## src/rtl/chorus_pkg.sv

```systemverilog
// Shared constants and state encoding for the chorus LFO and the delay buffer.
package chorus_pkg;

  localparam int ADDR_WIDTH  = 14;
  localparam int PHASE_WIDTH = 24;
  localparam int DEPTH_MAX   = 881;
  localparam int BIP_WIDTH   = 17;
  localparam int PROD_WIDTH  = 32;

  typedef enum logic [2:0] {
    IDLE    = 3'd0,
    ADVANCE = 3'd1,
    SHAPE   = 3'd2,
    SCALE   = 3'd3,
    DONE    = 3'd4
  } lfo_state_t;

endpackage

```

## src/rtl/lfo_tri_shaper.sv

```systemverilog
// Folds the upper phase bits into a bipolar triangle centred on zero.
module lfo_tri_shaper
  import chorus_pkg::*;
#(
  parameter int PW = PHASE_WIDTH
) (
  input  logic [PW-1:0]                phase_i,
  output logic signed [BIP_WIDTH-1:0]  bip_o
);

  logic [15:0] u;
  logic [15:0] tri_val;

  always_comb begin
    // The 16 bits just below the MSB form the ramp; the MSB picks rising or falling half.
    u       = 16'(phase_i >> (PW - 17));
    tri_val = phase_i[PW-1] ? (16'hFFFF - u) : u;
    bip_o   = $signed({1'b0, tri_val}) - 17'sd32768;
  end

endmodule

```

## src/rtl/chorus_lfo.sv

```systemverilog
// Triangle LFO: per-sample phase advance, shape, scale by depth, registered offset + pulse.
module chorus_lfo
  import chorus_pkg::*;
(
  input  logic                          clk,
  input  logic                          rst_n,
  input  logic                          sampleTick_s_i,
  input  logic                          enable_i,
  input  logic [PHASE_WIDTH-1:0]        rateInc_i,
  input  logic [ADDR_WIDTH-1:0]         depth_i,
  output logic signed [ADDR_WIDTH-1:0]  extraDelay_s_o,
  output logic                          LFOChanged_s_o,
  output logic                          busy_s_o,
  output logic                          overrun_s_o
);

  localparam logic [ADDR_WIDTH-1:0] DEPTH_CLAMP = ADDR_WIDTH'(DEPTH_MAX);

  lfo_state_t                    state_q, state_d;
  logic [PHASE_WIDTH-1:0]        phase_q, phase_d;
  logic [PHASE_WIDTH-1:0]        inc_q, inc_d;
  logic                          en_q, en_d;
  logic [ADDR_WIDTH-1:0]         depth_q, depth_d;
  logic signed [BIP_WIDTH-1:0]   bip_q, bip_d;
  logic signed [PROD_WIDTH-1:0]  prod_q, prod_d;
  logic signed [ADDR_WIDTH-1:0]  extra_q, extra_d;
  logic                          changed_q, changed_d;
  logic                          overrun_q, overrun_d;

  logic signed [BIP_WIDTH-1:0]   bip_shaped;
  logic signed [PROD_WIDTH-1:0]  bip_ext;
  logic signed [PROD_WIDTH-1:0]  depth_ext;
  logic                          accept;

  lfo_tri_shaper #(.PW(PHASE_WIDTH)) u_shaper (
    .phase_i (phase_q),
    .bip_o   (bip_shaped)
  );

  assign bip_ext   = PROD_WIDTH'(bip_q);
  assign depth_ext = PROD_WIDTH'({1'b0, depth_q});

  always_comb begin
    // NOTE: every variable gets a default first so no path leaves it unassigned (no latch).
    state_d   = state_q;
    phase_d   = phase_q;
    inc_d     = inc_q;
    en_d      = en_q;
    depth_d   = depth_q;
    bip_d     = bip_q;
    prod_d    = prod_q;
    extra_d   = extra_q;
    changed_d = 1'b0;
    overrun_d = overrun_q;
    accept    = 1'b0;

    unique case (state_q)
      IDLE: begin
        if (sampleTick_s_i) begin
          accept  = 1'b1;
          state_d = ADVANCE;
        end
      end
      ADVANCE: begin
        if (en_q) phase_d = phase_q + inc_q;
        if (sampleTick_s_i) overrun_d = 1'b1;
        state_d = SHAPE;
      end
      SHAPE: begin
        bip_d = bip_shaped;
        if (sampleTick_s_i) overrun_d = 1'b1;
        state_d = SCALE;
      end
      SCALE: begin
        prod_d = bip_ext * depth_ext;
        if (sampleTick_s_i) overrun_d = 1'b1;
        state_d = DONE;
      end
      DONE: begin
        // en_q still holds the enable of the transaction being finished, even if a new tick is captured now.
        extra_d   = en_q ? ADDR_WIDTH'(prod_q >>> 15) : '0;
        changed_d = 1'b1;
        if (sampleTick_s_i) begin
          accept  = 1'b1;
          state_d = ADVANCE;
        end else begin
          state_d = IDLE;
        end
      end
      default: begin
        state_d   = IDLE;
        overrun_d = 1'b1;
      end
    endcase

    if (accept) begin
      inc_d   = rateInc_i;
      en_d    = enable_i;
      depth_d = (depth_i > DEPTH_CLAMP) ? DEPTH_CLAMP : depth_i;
    end
  end

  // NOTE: sequential state uses non-blocking assignments so all flops update from pre-edge values.
  always_ff @(posedge clk) begin
    if (!rst_n) begin
      state_q   <= IDLE;
      phase_q   <= '0;
      inc_q     <= '0;
      en_q      <= 1'b0;
      depth_q   <= '0;
      bip_q     <= '0;
      prod_q    <= '0;
      extra_q   <= '0;
      changed_q <= 1'b0;
      overrun_q <= 1'b0;
    end else begin
      state_q   <= state_d;
      phase_q   <= phase_d;
      inc_q     <= inc_d;
      en_q      <= en_d;
      depth_q   <= depth_d;
      bip_q     <= bip_d;
      prod_q    <= prod_d;
      extra_q   <= extra_d;
      changed_q <= changed_d;
      overrun_q <= overrun_d;
    end
  end

  assign extraDelay_s_o = extra_q;
  assign LFOChanged_s_o = changed_q;
  assign busy_s_o       = (state_q != IDLE);
  assign overrun_s_o    = overrun_q;

endmodule

```

## config.mk

```make
export PLATFORM = sky130hd
export DESIGN_NAME = chorus_lfo
export DESIGN_NICKNAME = d
export VERILOG_FILES = /design/src/rtl/chorus_pkg.sv /design/src/rtl/lfo_tri_shaper.sv /design/src/rtl/chorus_lfo.sv
export SDC_FILE = /design/constraint.sdc
export NUM_CORES = 1
export LEC_CHECK = 0
export ABC_CLOCK_PERIOD_IN_PS = 10000
export CAP_MARGIN = 20
export CORE_UTILIZATION = 45
export DETAILED_ROUTE_END_ITERATION = 7
export GPL_ROUTABILITY_DRIVEN = 0
export SLEW_MARGIN = 20
export SYNTH_ARGS = -nofsm -noshare
export SYNTH_HDL_FRONTEND = slang
export SYNTH_SLANG_ARGS = --single-unit
```

## constraint.sdc

```tcl
create_clock -name clk -period 10 [get_ports clk]
set_input_delay 1 -clock clk [delete_from_list [all_inputs] [get_ports clk]]
set_output_delay 1 -clock clk [all_outputs]
set_load 0.03 [all_outputs]
```

# Yosys cells after proc, flatten, opt, wreduce, memory -nomap -nowiden
# Index checks and enable logic that the tools add are counted.
# word_totals
register_bits,128
elab_cells,39
# classes
n_addsub,3
multipliers,1
magnitude_cmp,1
n_eq_ne,6
n_mux,11
bitwise,1
reduce_logical,6
# op_table
cell,n
17-bit by 15-bit multiplier with 29-bit output,1
14-bit two-way mux,2
24-bit adder,1
16-bit by 16-bit subtractor with 17-bit output (second input constant),1
16-bit two-way mux,1
16-bit subtractor (first input constant),1
3-bit case mux with 5 select lines,1
14-bit by 10-bit > comparator with 1-bit output (second input constant),1
3-bit by 2-bit == test with 1-bit output (second input constant),2
1-bit two-way mux,5
2-bit AND reduction,2
3-bit by 1-bit == test with 1-bit output (second input constant),1
3-bit == test (second input constant),1
3-bit zero test,1
3-bit two-way mux,1
3-bit nonzero test,1
3-bit OR reduction,1
2-bit by 1-bit inequality test with 1-bit output (second input constant),1
2-bit inequality test (second input constant),1
1-bit case mux with 2 select lines,1
2-bit OR reduction,1
1-bit inverter,1

# Logic depth before layout (Yosys ltp)
# Gate-level depths: netlist of the first run.
# logic_depth
depth_word,4
ltp_mapped,24
ltp_nobuf,23

# By module
# A second synthesis of the first run with hierarchy kept.
# unflattened
cells_unflattened,1492
area_unflattened_um2,13245.2
# by_module_without_submodules
mod,n_inst,cells_per_inst,area_per_inst_um2,seq_area_each_um2
chorus_lfo,1,1473,13066.3,2262.2
lfo_tri_shaper,1,19,178.9,0.0

# Worst setup path before layout of the first run
# No wires, ideal clock.
# synth_path
path_type,reg-to-reg
start,register bip_q[15]
end,register prod_q[27]
setup_ns,0.091
t_arrival_ns,6.032
setup_slack_ns,3.877
stages_incl_launch_ff,22
n_path_buf,1
cell_sequence,dfxtp_1 > clkbuf_1 > nand2_1 > fa_1 > inv_1 > fa_1 > fa_1 > inv_1 > fa_1 > fa_1 > fa_1 > inv_1 > ha_1 > a21o_1 > a21o_1 > a21o_1 > or3_1 > a41oi_1 > nor3_2 > o31ai_4 > nor2_1 > a311oi_1
# synth_via
elab_chain_len,1
# synth_lines
item,line_no,source
"start, declared",chorus_lfo.sv:24,"logic signed [BIP_WIDTH-1:0] bip_q, bip_d;"
"start signal, assigned",chorus_lfo.sv:122,bip_q <= bip_d;
17-bit by 15-bit multiplier with 29-bit output,chorus_lfo.sv:75,prod_d = bip_ext * depth_ext;
"end signal, assigned",chorus_lfo.sv:123,prod_q <= prod_d;
"end, declared",chorus_lfo.sv:25,"logic signed [PROD_WIDTH-1:0] prod_q, prod_d;"
# Every way passes these cells.
# A chain may end at the register's enable or synchronous reset.

# Worst setup path after layout of the first run
# layout_path
start,register depth_q[6]
end,register prod_q[27]
# layout_via
elab_chain_len,1
# layout_lines
item,line_no,source
"start, declared",chorus_lfo.sv:23,"logic [ADDR_WIDTH-1:0] depth_q, depth_d;"
"start signal, assigned",chorus_lfo.sv:121,depth_q <= depth_d;
17-bit by 15-bit multiplier with 29-bit output,chorus_lfo.sv:75,
# Every way passes these cells.

==> summary.md, run 1 <==
| Metric | Value |
|---|---|
| Int Power | `0.850 mW` |
| Row cnt | `61` |
| Postcts setup bufs | `0` |
| Post-synth EDFFs | `0` |
| Mapped cell area | `0.0129 sq mm` |
| Post-synthesis compound-gate area fraction | `10.6%` |
| H-Tree Depth | `3` |
| CTS resizes | `0` |
| Post-Synth Adder-Cell Area | `41.1%` |
| Lkg Pwr | `6.59 nW` |
| Startpoint Class | `flop` |
| Register bit count reported by yosys | `112` |
| Count of cell types in the netlist | `60` |
| Cell mode on critical path | `fa_1` |
| Final setup TNS | `0 ns` |
| Post-synthesis mux area share | `0.234%` |
| Routed WL | `30,000 um` |
| Synth Warn # | `0` |
| I/O pins | `59` |
| Clock Pin Slew Worst Setup and Hold Paths | `0.09 ns` |
| Most common cell in the synthesized netlist | `inv_1` |
| First-pass GRT wire length | `50,600 um` |
| Crit path cell chain | `nand2_1 -> fa_1 -> inv_1 -> fa_1 -> fa_1 -> fa_1 -> fa_1 -> fa_1 -> ha_1 -> a211oi_1 -> o211ai_1 -> a21oi_1 -> o22ai_2 -> a41oi_1 -> nor3_2 -> o31ai_4 -> nor2_1 -> a311oi_1` |
| Worst VDD drop | `80.1 uV` |
| Switching share of power | `36.9%` |
| Relative slew slack | `39.0%` |
| RSZ-0062 raised after global routing | `no` |
| Core outline area | `0.0279 sq mm` |
| Clock latency at the later pin of the worst-skew pair | `0.36 ns` |
| Layout cells sized above 1 | `3.16%` |
| Dominant synthesized flop cell | `dfxtp_1` |
| Critical Path RT | `10.27 ns` |
| Via-per-instance ratio | `5.16` |
| Crit path max-delay family | `adder cells` |
| Ant diodes | `0` |
| Max-cap violations | `0` |
| Worst path slowest cell | `dfxtp_1` |
| Top post-synthesis cells by count | `inv_1, nand2_1, fa_1` |
| # fillers | `2,724` |
| IO buf count | `58` |
| Maximum clock rate | `143 MHz` |
| Simple logic cell fraction of the synthesized area | `18.4%` |
| Comb pwr share | `30.1%` |
| Per-cell routed wire length | `16.4 um` |
| Cells after Synth | `1,445` |
| CTS hold repair buffers | `0` |
| Vert. Die Dim | `171 um` |
| PD cells | `96.0 mW/mm^2` |
| Crit-path max cell delay | `0.83 ns` |
| Post-synthesis xor/xnor area fraction | `3.61%` |
| Critical path buffers and inverters | `1` |
| Die ar. | `0.0293 sq mm` |
| Drt initial violations | `519` |
| Worst path arrival time | `7.28 ns` |
| Final Hold Vio Count | `0` |
| Vias in the first global route | `9,796` |
| Inst Count DP | `1,817` |
| CTS tree | `done` |
| Dominant cells by area after synthesis | `fa_1, dfxtp_1, ha_1` |
| Starting density of the core | `46.0%` |
| Synth top area share | `32.4%` |
| Crit path max fanout | `17` |
| Bufs on Longest Clock Path | `2` |
| Seq/Total Area, Yosys | `17.4%` |
| Total GRT Usage | `22.4%` |
| Reg power frac | `41.1%` |
| Antenna violations before repair | `0` |
| Fin Hold WS | `0.452 ns` |
| Clock Power Share | `28.7%` |
| Final worst-path setup slack | `2.99 ns` |
| Syn Nets | `1,785` |
| Yosys top cell by area | `fa_1` |
| Antenna Nets Post-Route | `0` |
| Num CTS Buffers | `9` |
| Pre-CTS setup slack | `2.98 ns` |
| CTS root buf | `clkbuf_16` |
| Final period util | `70.1%` |
| Final setup viols | `0` |
| Post-layout nets | `1,790` |
| Largest net degree at the start of global routing | `50` |
| Worst slew pin tran | `0.913 ns` |
| FFs w/ async S/R, synth | `0%` |
| Die extent in x | `171 um` |
| Status | `complete, no violations` |
| Fin cells | `1,832` |
| Main combinational cell family by area after synthesis | `adder cells` |
| Global route total overflow | `0` |
| Final min period | `7.01 ns` |
| Fin util | `50.2%` |
| CP endpoint kind | `flop` |
| Critical path type | `reg -> reg` |
| Layout area overhead | `9.15%` |
| Total number of vias | `9,448` |
| HP Class | `reg -> reg` |
| Clock Sink Count | `112` |
| Switch Pwr | `0.497 mW` |
| Slew Viols, Final | `0` |
| Post-DP HPWL | `24,400 um` |
| Pre-Repair DR Iteration Count | `5` |
| DRC | `0` |
| Setup Skew | `0.0110 ns` |
| Syn avg cell area | `8.90 sq um` |
==> state kept, by name (all words and copies together) (netlist names), 3 cells and up <==
signal	flops
state_q	3
phase_q	24
prod_q	14
depth_q	14
bip_q	16
extraDelay_s_o	14
inc_q	24
==> layout make-up <==
class / count / area (sq um) / area share, %
timing repair buffer: 65 / 633 / 4.51
sequential: 112 / 2240 / 16.0
tap: 378 / 473 / 3.37
clock buffer: 9 / 225 / 1.60
multi-input combinational: 1038 / 9530 / 67.9
inverter: 224 / 841 / 5.99
clock inverter: 6 / 91.3 / 0.651
==> power groups by stage <==
stage | Combinational (mW) | Clock (mW) | Sequential [mW]
floorplan | 0.334 | 0 | 0.502
global placement | 0.405 | 0 | 0.562
detailed placement | 0.411 | 0 | 0.565
CTS | 0.414 | 0.399 | 0.554
global route | 0.468 | 0.415 | 0.561
finish | 0.406 | 0.387 | 0.554
==> placed cells by master (no fill, tap or decap), types with 3 or more instances in the layout <==
cell	Yosys	routed
o21ai_0	23	23
xnor2_1	40	40
buf_4	0	7
o21ai_1	3	3
xor2_1	13	13
o31ai_1	3	3
dfxtp_1	112	112
nand2_1	209	209
mux2i_1	3	3
a211oi_1	22	22
nand4_1	6	6
clkbuf_16	0	9
nand3_1	26	26
a21oi_1	93	93
or2_2	3	3
a22oi_1	5	5
o22ai_1	3	3
and2_1	141	141
or3_1	15	15
fa_1	208	208
ha_1	90	90
nor3_1	7	7
and3_1	4	4
nand3b_1	3	3
nor2b_1	4	4
o211ai_1	4	4
nor2_1	42	42
inv_1	224	223
clkdlybuf4s50_1	0	58
o221a_2	6	6
o21a_1	3	3
a21o_1	14	14
nand2b_1	5	5
==> worst reg2reg max path, stage by stage (launching register included) <==
cell      delay (ns)
dfxtp_1         0.83
nand2_1         0.19
fa_1            0.57
inv_1           0.05
fa_1            0.48
fa_1            0.57
fa_1            0.43
fa_1            0.51
fa_1            0.41
ha_1            0.36
a211oi_1        0.48
o211ai_1        0.32
a21oi_1         0.29
o22ai_2         0.16
a41oi_1         0.53
nor3_2          0.15
o31ai_4         0.28
nor2_1          0.08
a311oi_1        0.25
==> worst paths after layout <==
check,start,end,slack (ns),cells past startpoint
hold / removal,overrun_s_o$_SDFFE_PN0P_,overrun_s_o$_SDFFE_PN0P_,0.45,2
hold reg to reg,overrun_s_o$_SDFFE_PN0P_,overrun_s_o$_SDFFE_PN0P_,0.45,2
setup / recovery,depth_q[6]$_SDFFE_PN0P_,prod_q[27]$_SDFFE_PN0P_,2.99,18
setup reg to reg,depth_q[6]$_SDFFE_PN0P_,prod_q[27]$_SDFFE_PN0P_,2.99,18
==> kinds of logic after synthesis <==
group / count (synthesis)
simple gates: 479
fa+ha+maj: 298
buf+inv: 295
compound gates: 205
flops: 112
xor+xnor: 53
mux: 3
==> per-stage QoR <==
stage / instance area [sq um] / power (mW)
detailed placement: 13700 / 0.976
floorplan: 12900 / 0.836
global route: 14000 / 1.44
finish: 14000 / 1.35
CTS: 14000 / 1.37
global placement: 13700 / 0.967
==> layer usage <==
metal	vias up	global-route usage, %	routed length [um]
li1	4573	-	-
met1	4650	28.7	13100
met2	185	39.7	15100
met3	40	2.34	933
met4	0	6.44	809
met5	-	0	0
(Power assumes the default switching activity.)
==> inputs of run 2 (changes only) <==
ABC_CLOCK_PERIOD_IN_PS = 6600   (was 10000)
clock period = 6.6 ns   (was 10 ns; I/O delays follow)
==> run 2 against run 1 <==
Count of clock-buffer cells in the layout increased by 1. Sequential cell count unchanged. Via count increased by 1.6%. Die area unchanged. Hold slack improved by 0.0020 ns. Power increased by 52%. Core utilization increased by 0.88 points. Critical path type unchanged. Critical endpoint is now prod_q[26]$_SDFFE_PN0P_. Highest routed layer is now met5.
==> summary.md, run 2 (synthesized netlist as in run 1, its figures left out) <==
| Metric | Value |
|---|---|
| Origin of the worst setup path | `bip_q[6]$_SDFFE_PN0P_` |
| Comb pwr share | `31.7%` |
| Reg power frac | `39.6%` |
| CTS hold repair buffers | `0` |
| CTS root buf | `clkbuf_16` |
| Worst VDD drop | `112 uV` |
| Post-layout nets | `1,819` |
| Pre-Repair DR Iteration Count | `5` |
| IO buf count | `58` |
| Clock latency at the later pin of the worst-skew pair | `0.37 ns` |
| Final min period | `6.30 ns` |
| Row cnt | `61` |
| Slew Viols, Final | `0` |
| Cell mode on critical path | `fa_1` |
| Final period util | `95.4%` |
| Vias in the first global route | `10,000` |
| DRC | `0` |
| Tot Pwr | `2.05 mW` |
| Final Hold Vio Count | `0` |
| Max-cap violations | `0` |
| Startpoint Class | `flop` |
| Clock Pin Slew Worst Setup and Hold Paths | `0.08 ns` |
| H-Tree Depth | `3` |
| I/O pins | `59` |
| Commonest cells after routing, fill and taps aside | `inv_1, nand2_1, fa_1` |
| Final setup TNS | `0 ns` |
| Crit path cell chain | `and2_1 -> fa_1 -> inv_1 -> fa_1 -> inv_1 -> fa_1 -> ha_1 -> fa_1 -> fa_1 -> ha_1 -> nand4_1 -> nor3_1 -> o2111ai_1 -> o22ai_2 -> a41oi_1 -> buf_4 -> or3_1 -> a31oi_1 -> a22oi_1 -> nor2_1` |
| HP Class | `reg -> reg` |
| Antenna Nets Post-Route | `0` |
| Per-cell routed wire length | `16.3 um` |
| Core outline area | `0.0279 sq mm` |
| Crit-path max cell delay | `0.54 ns` |
| Bufs on Longest Clock Path | `2` |
| CP endpoint kind | `flop` |
| CTS resizes | `0` |
| Top Registers | `inc_q x24, phase_q x24, bip_q x16` |
| Routed WL | `30,400 um` |
| CTS tree | `done` |
| Int Power | `1.31 mW` |
| Relative slew slack | `34.2%` |
| Most common cell after layout, fill and taps aside | `inv_1` |
| Vert. Die Dim | `171 um` |
| Total GRT Usage | `22.6%` |
| RSZ-0062 raised after global routing | `no` |
| Layout cells sized above 1 | `6.06%` |
| Die extent in x | `171 um` |
| Postcts setup bufs | `0` |
| Post-DP HPWL | `25,100 um` |
| Final setup viols | `0` |
| First-pass GRT wire length | `50,900 um` |
| Worst path arrival time | `6.60 ns` |
| Lkg Pwr | `6.77 nW` |
| Drt initial violations | `527` |
| Total number of vias | `9,601` |
| Clock Power Share | `28.7%` |
| Worst slew pin tran | `0.986 ns` |
| Ant diodes | `0` |
| PD cells | `144 mW/mm^2` |
| Via-per-instance ratio | `5.16` |
| Antenna violations before repair | `1` |
| Num CTS Buffers | `9` |
| Global route total overflow | `0` |
| Setup Skew | `0.0156 ns` |
| Worst path slowest cell | `fa_1` |
| Starting density of the core | `46.0%` |
| Worst R2R Start | `bip_q[6]$_SDFFE_PN0P_` |
| Layout area overhead | `11.1%` |
| Clock Sink Count | `112` |
| Maximum clock rate | `159 MHz` |
| Worst Min Path Start | `extraDelay_s_o[1]$_SDFFE_PN0P_` |
| Critical path type | `reg -> reg` |
| Critical Path RT | `6.90 ns` |
| Crit path max fanout | `15` |
| Largest net degree at the start of global routing | `60` |
| Status | `complete, no violations` |
| Switch Pwr | `0.745 mW` |
| Die ar. | `0.0293 sq mm` |
| Switching share of power | `36.3%` |
-- run 2: cell types whose count changed in the layout (fill, tap and decap cells not counted), moves of 2 or more --
cell / change
buf_4: +29
dfxtp_1: -12
dfxtp_2: +12
inv_6: +2
-- run 2: power groups by stage --
stage	clock network, mW	registers (mW)	logic (mW)
global route	0.637	0.822	0.748
floorplan	0	0.761	0.506
detailed placement	0	0.825	0.657
finish	0.589	0.811	0.650
global placement	0	0.823	0.645
CTS	0.609	0.809	0.661
-- run 2: routing by layer --
metal | share of wire, % | track usage [%] | vias to the layer above | wire [um]
met4 | 2.3 | 6.41 | 2 | 684
li1 | - | - | 4626 | -
met1 | 46 | 29.7 | 4773 | 13900
met3 | 3.4 | 3.12 | 44 | 1030
met2 | 48 | 38.6 | 156 | 14700
met5 | 0.063 | 0 | - | 19
-- run 2: layout make-up --
class / instances / area, sq um
Tap cell: 378 / 473
Timing Repair Buffer: 94 / 851
Multi-Input combinational cell: 1038 / 9550
Clock buffer: 10 / 229
Clock inverter: 6 / 83.8
Fill cell: 2685 / 13700
Sequential cell: 112 / 2260
Inverter: 224 / 841
-- run 2: path summary, 6_finish.rpt --
path / endpoint / slack, ns / cells after the start
max: prod_q[26]$_SDFFE_PN0P_ / 0.30 / 20
min: extraDelay_s_o[1]$_SDFFE_PN0P_ / 0.45 / 2
max reg2reg: prod_q[26]$_SDFFE_PN0P_ / 0.30 / 20
min reg2reg: extraDelay_s_o[1]$_SDFFE_PN0P_ / 0.45 / 2
-- run 2: through the flow --
stage	hold WS, ns	cell area [sq um]	std cells	setup WS [ns]	util, %
6_report	0.454	14300	1862	0.305	51.1
5_1_grt	0.469	14300	1862	0.000454	51.1
4_1_cts	0.457	14200	1862	0.217	51.0
3_5_place_dp	0.445	13900	1846	0.235	49.9
3_3_place_gp	0.436	13900	1846	0.353	49.9
2_1_floorplan	0.432	12900	1445	0.477	-
-- run 2: worst max-delay path, delay by kind of cell (launching register included) --
kind	cells	cell delay, ns
AOI/OAI and AO/OA	5	1.12
buffers and inverters	3	0.29
and+or+nand+nor	5	1.33
adders and majority gates	7	2.99
DFF	1	0.49
==> inputs of run 3 (changes only) <==
PLACE_DENSITY = 0.68   (was not set)
REMOVE_ABC_BUFFERS = 1   (was not set)
==> run 3 against run 2 <==
Sequential cell count did not move. Cell area fell by 0.17%. Sequential share of layout area barely moved. Fmax rose by 0.35%. Critical path depth rose by 1. Power rose by 2.3%. Largest cell class unchanged. Largest power group unchanged. Highest routed layer is now met4.
==> summary.md, run 3 (synthesized netlist as in run 1, its figures left out) <==
| Metric | Value |
|---|---|
| Status | `complete, no violations` |
| CTS tree | `done` |
| Fin cells | `1,859` |
| Fin Hold WS | `0.456 ns` |
| Startpoint Class | `flop` |
| Largest net degree at the start of global routing | `81` |
| Worst-case reg-to-reg path depth | `21` |
| Clock latency at the later pin of the worst-skew pair | `0.39 ns` |
| Setup Skew | `0.0232 ns` |
| Cell area after placement | `0.0139 sq mm` |
| Cell mode on critical path | `fa_1` |
| Starting density of the core | `46.0%` |
| Per-cell routed wire length | `16.0 um` |
| Antenna Nets Post-Route | `0` |
| Final setup TNS | `0 ns` |
| R2R setup slack | `0.33 ns` |
| PD cells | `147 mW/mm^2` |
| Final Instance Area | `0.0143 sq mm` |
| CTS root buf | `clkbuf_16` |
| Fin util | `51.0%` |
| Origin of the worst setup path | `bip_q[4]$_SDFFE_PN0P_` |
| Post-DP HPWL | `23,600 um` |
| Die extent in x | `171 um` |
| Vias in the first global route | `10,300` |
| # fillers | `2,662` |
| Maximum clock rate | `159 MHz` |
| Crit path max fanout | `13` |
| Pre-CTS setup slack | `0.143 ns` |
| Postcts setup bufs | `0` |
| Crit path to | `prod_q[26]$_SDFFE_PN0P_` |
| RSZ-0062 raised after global routing | `no` |
| First-pass GRT wire length | `51,000 um` |
| Final min period | `6.27 ns` |
| Critical Path RT | `6.92 ns` |
| I/O pins | `59` |
| Drt initial violations | `401` |
| Post-layout nets | `1,816` |
| Final period util | `95.1%` |
| Global route total overflow | `0` |
| Layout area overhead | `10.9%` |
| Num CTS Buffers | `9` |
| H-Tree Depth | `3` |
| Critical path type | `reg -> reg` |
| Final Hold Vio Count | `0` |
| Worst VDD drop | `146 uV` |
| Die ar. | `0.0293 sq mm` |
| Top Registers | `inc_q x24, phase_q x24, bip_q x16` |
| Tot Pwr | `2.10 mW` |
| CP endpoint kind | `flop` |
| Clock Sink Count | `112` |
| Worst R2R Start | `bip_q[4]$_SDFFE_PN0P_` |
| Slew Viols, Final | `0` |
| Core outline area | `0.0279 sq mm` |
| Storage cell area | `0.00225 sq mm` |
| Routed WL | `29,800 um` |
| Clock Pin Slew Worst Setup and Hold Paths | `0.10 ns` |
| Ant diodes | `0` |
| Worst path arrival time | `6.59 ns` |
| DRC | `0` |
| Worst slew pin tran | `1.01 ns` |
| Via-per-instance ratio | `5.19` |
| Hold depth | `2` |
| Multi-input gate area | `0.00954 sq mm` |
| Most common cell after layout, fill and taps aside | `inv_1` |
| Crit-path max cell delay | `0.69 ns` |
| IO buf count | `58` |
| Reg2reg end | `prod_q[26]$_SDFFE_PN0P_` |
| Relative slew slack | `32.5%` |
| HP Class | `reg -> reg` |
| Row cnt | `61` |
| Vert. Die Dim | `171 um` |
| Max-cap violations | `0` |
| Layout cells sized above 1 | `5.40%` |
| Final worst-path setup slack | `0.326 ns` |
| Lkg Pwr | `6.74 nW` |
| Commonest cells after routing, fill and taps aside | `inv_1, nand2_1, fa_1` |
| Total GRT Usage | `22.3%` |
| Bufs on Longest Clock Path | `2` |
| Pre-Repair DR Iteration Count | `6` |
| Final setup viols | `0` |
| Antenna violations before repair | `0` |
| Worst path slowest cell | `dfxtp_1` |
| Crit path cell chain | `nand2_1 -> fa_1 -> fa_1 -> inv_1 -> fa_1 -> fa_1 -> fa_1 -> inv_1 -> fa_1 -> inv_1 -> ha_1 -> nand2_1 -> o21ai_0 -> a21oi_1 -> o22ai_4 -> a41oi_1 -> buf_4 -> or3_1 -> a31oi_1 -> a22oi_1 -> nor2_1` |
| Total number of vias | `9,653` |
| Inst Count DP | `1,843` |
[run 3: cell count changes in the layout (fill, tap and decap cells not counted), moves of 2 or more]
cell,before,now
inv_6,3,0
dfxtp_1,100,105
inv_8,1,3
inv_12,0,2
dfxtp_2,12,7
buf_4,36,33
[run 3: what timing repair did]
| item | 4_1_cts | 5_1_grt |
|---|---|---|
| endpoints found under the setup margin | 0 | 6 |
| hold buffers | 0 | 0 |
| gates resized for setup | 0 | 8 |
[run 3: final cells by class]
| class | instances | area share (%) |
|---|---|---|
| Clock inverter | 7 | 0.720 |
| Tap cell | 378 | 3.32 |
| Multi-Input combinational cell | 1038 | 66.9 |
| Timing Repair Buffer | 91 | 5.81 |
| Inverter | 224 | 5.90 |
| Sequential cell | 112 | 15.8 |
| Clock buffer | 9 | 1.58 |
[run 3: layer usage]
layer / routed length [um] / global-route usage (%)
met5: 0 / 0
met4: 579 / 6.17
met3: 1180 / 2.98
met2: 14500 / 38.8
met1: 13600 / 29.0
[run 3: worst min-delay path by stage]
stage                                         from                             end  slack, ns
detailed placement        overrun_s_o$_SDFFE_PN0P_        overrun_s_o$_SDFFE_PN0P_       0.44
CTS                       overrun_s_o$_SDFFE_PN0P_        overrun_s_o$_SDFFE_PN0P_       0.46
global placement          overrun_s_o$_SDFFE_PN0P_        overrun_s_o$_SDFFE_PN0P_       0.44
global route        extraDelay_s_o[3]$_SDFFE_PN0P_  extraDelay_s_o[3]$_SDFFE_PN0P_       0.48
finish                     prod_q[18]$_SDFFE_PN0P_         prod_q[18]$_SDFFE_PN0P_       0.46
floorplan                  prod_q[19]$_SDFFE_PN0P_         prod_q[19]$_SDFFE_PN0P_       0.43
[run 3: worst max-delay path, delay by kind of cell, from the launching register on]
kind            cells  cell delay [ns]
compound gates      6             1.22
flops               1             0.69
simple gates        4             0.77
buf+inv             4             0.33
fa+ha+maj           7             3.21
[run 3: report_power, final]
part	internal [mW]	total [mW]	leakage, nW	switching [mW]
clock network	0.286	0.628	0.160	0.341
logic	0.285	0.653	5.67	0.368
registers	0.719	0.817	0.913	0.0980
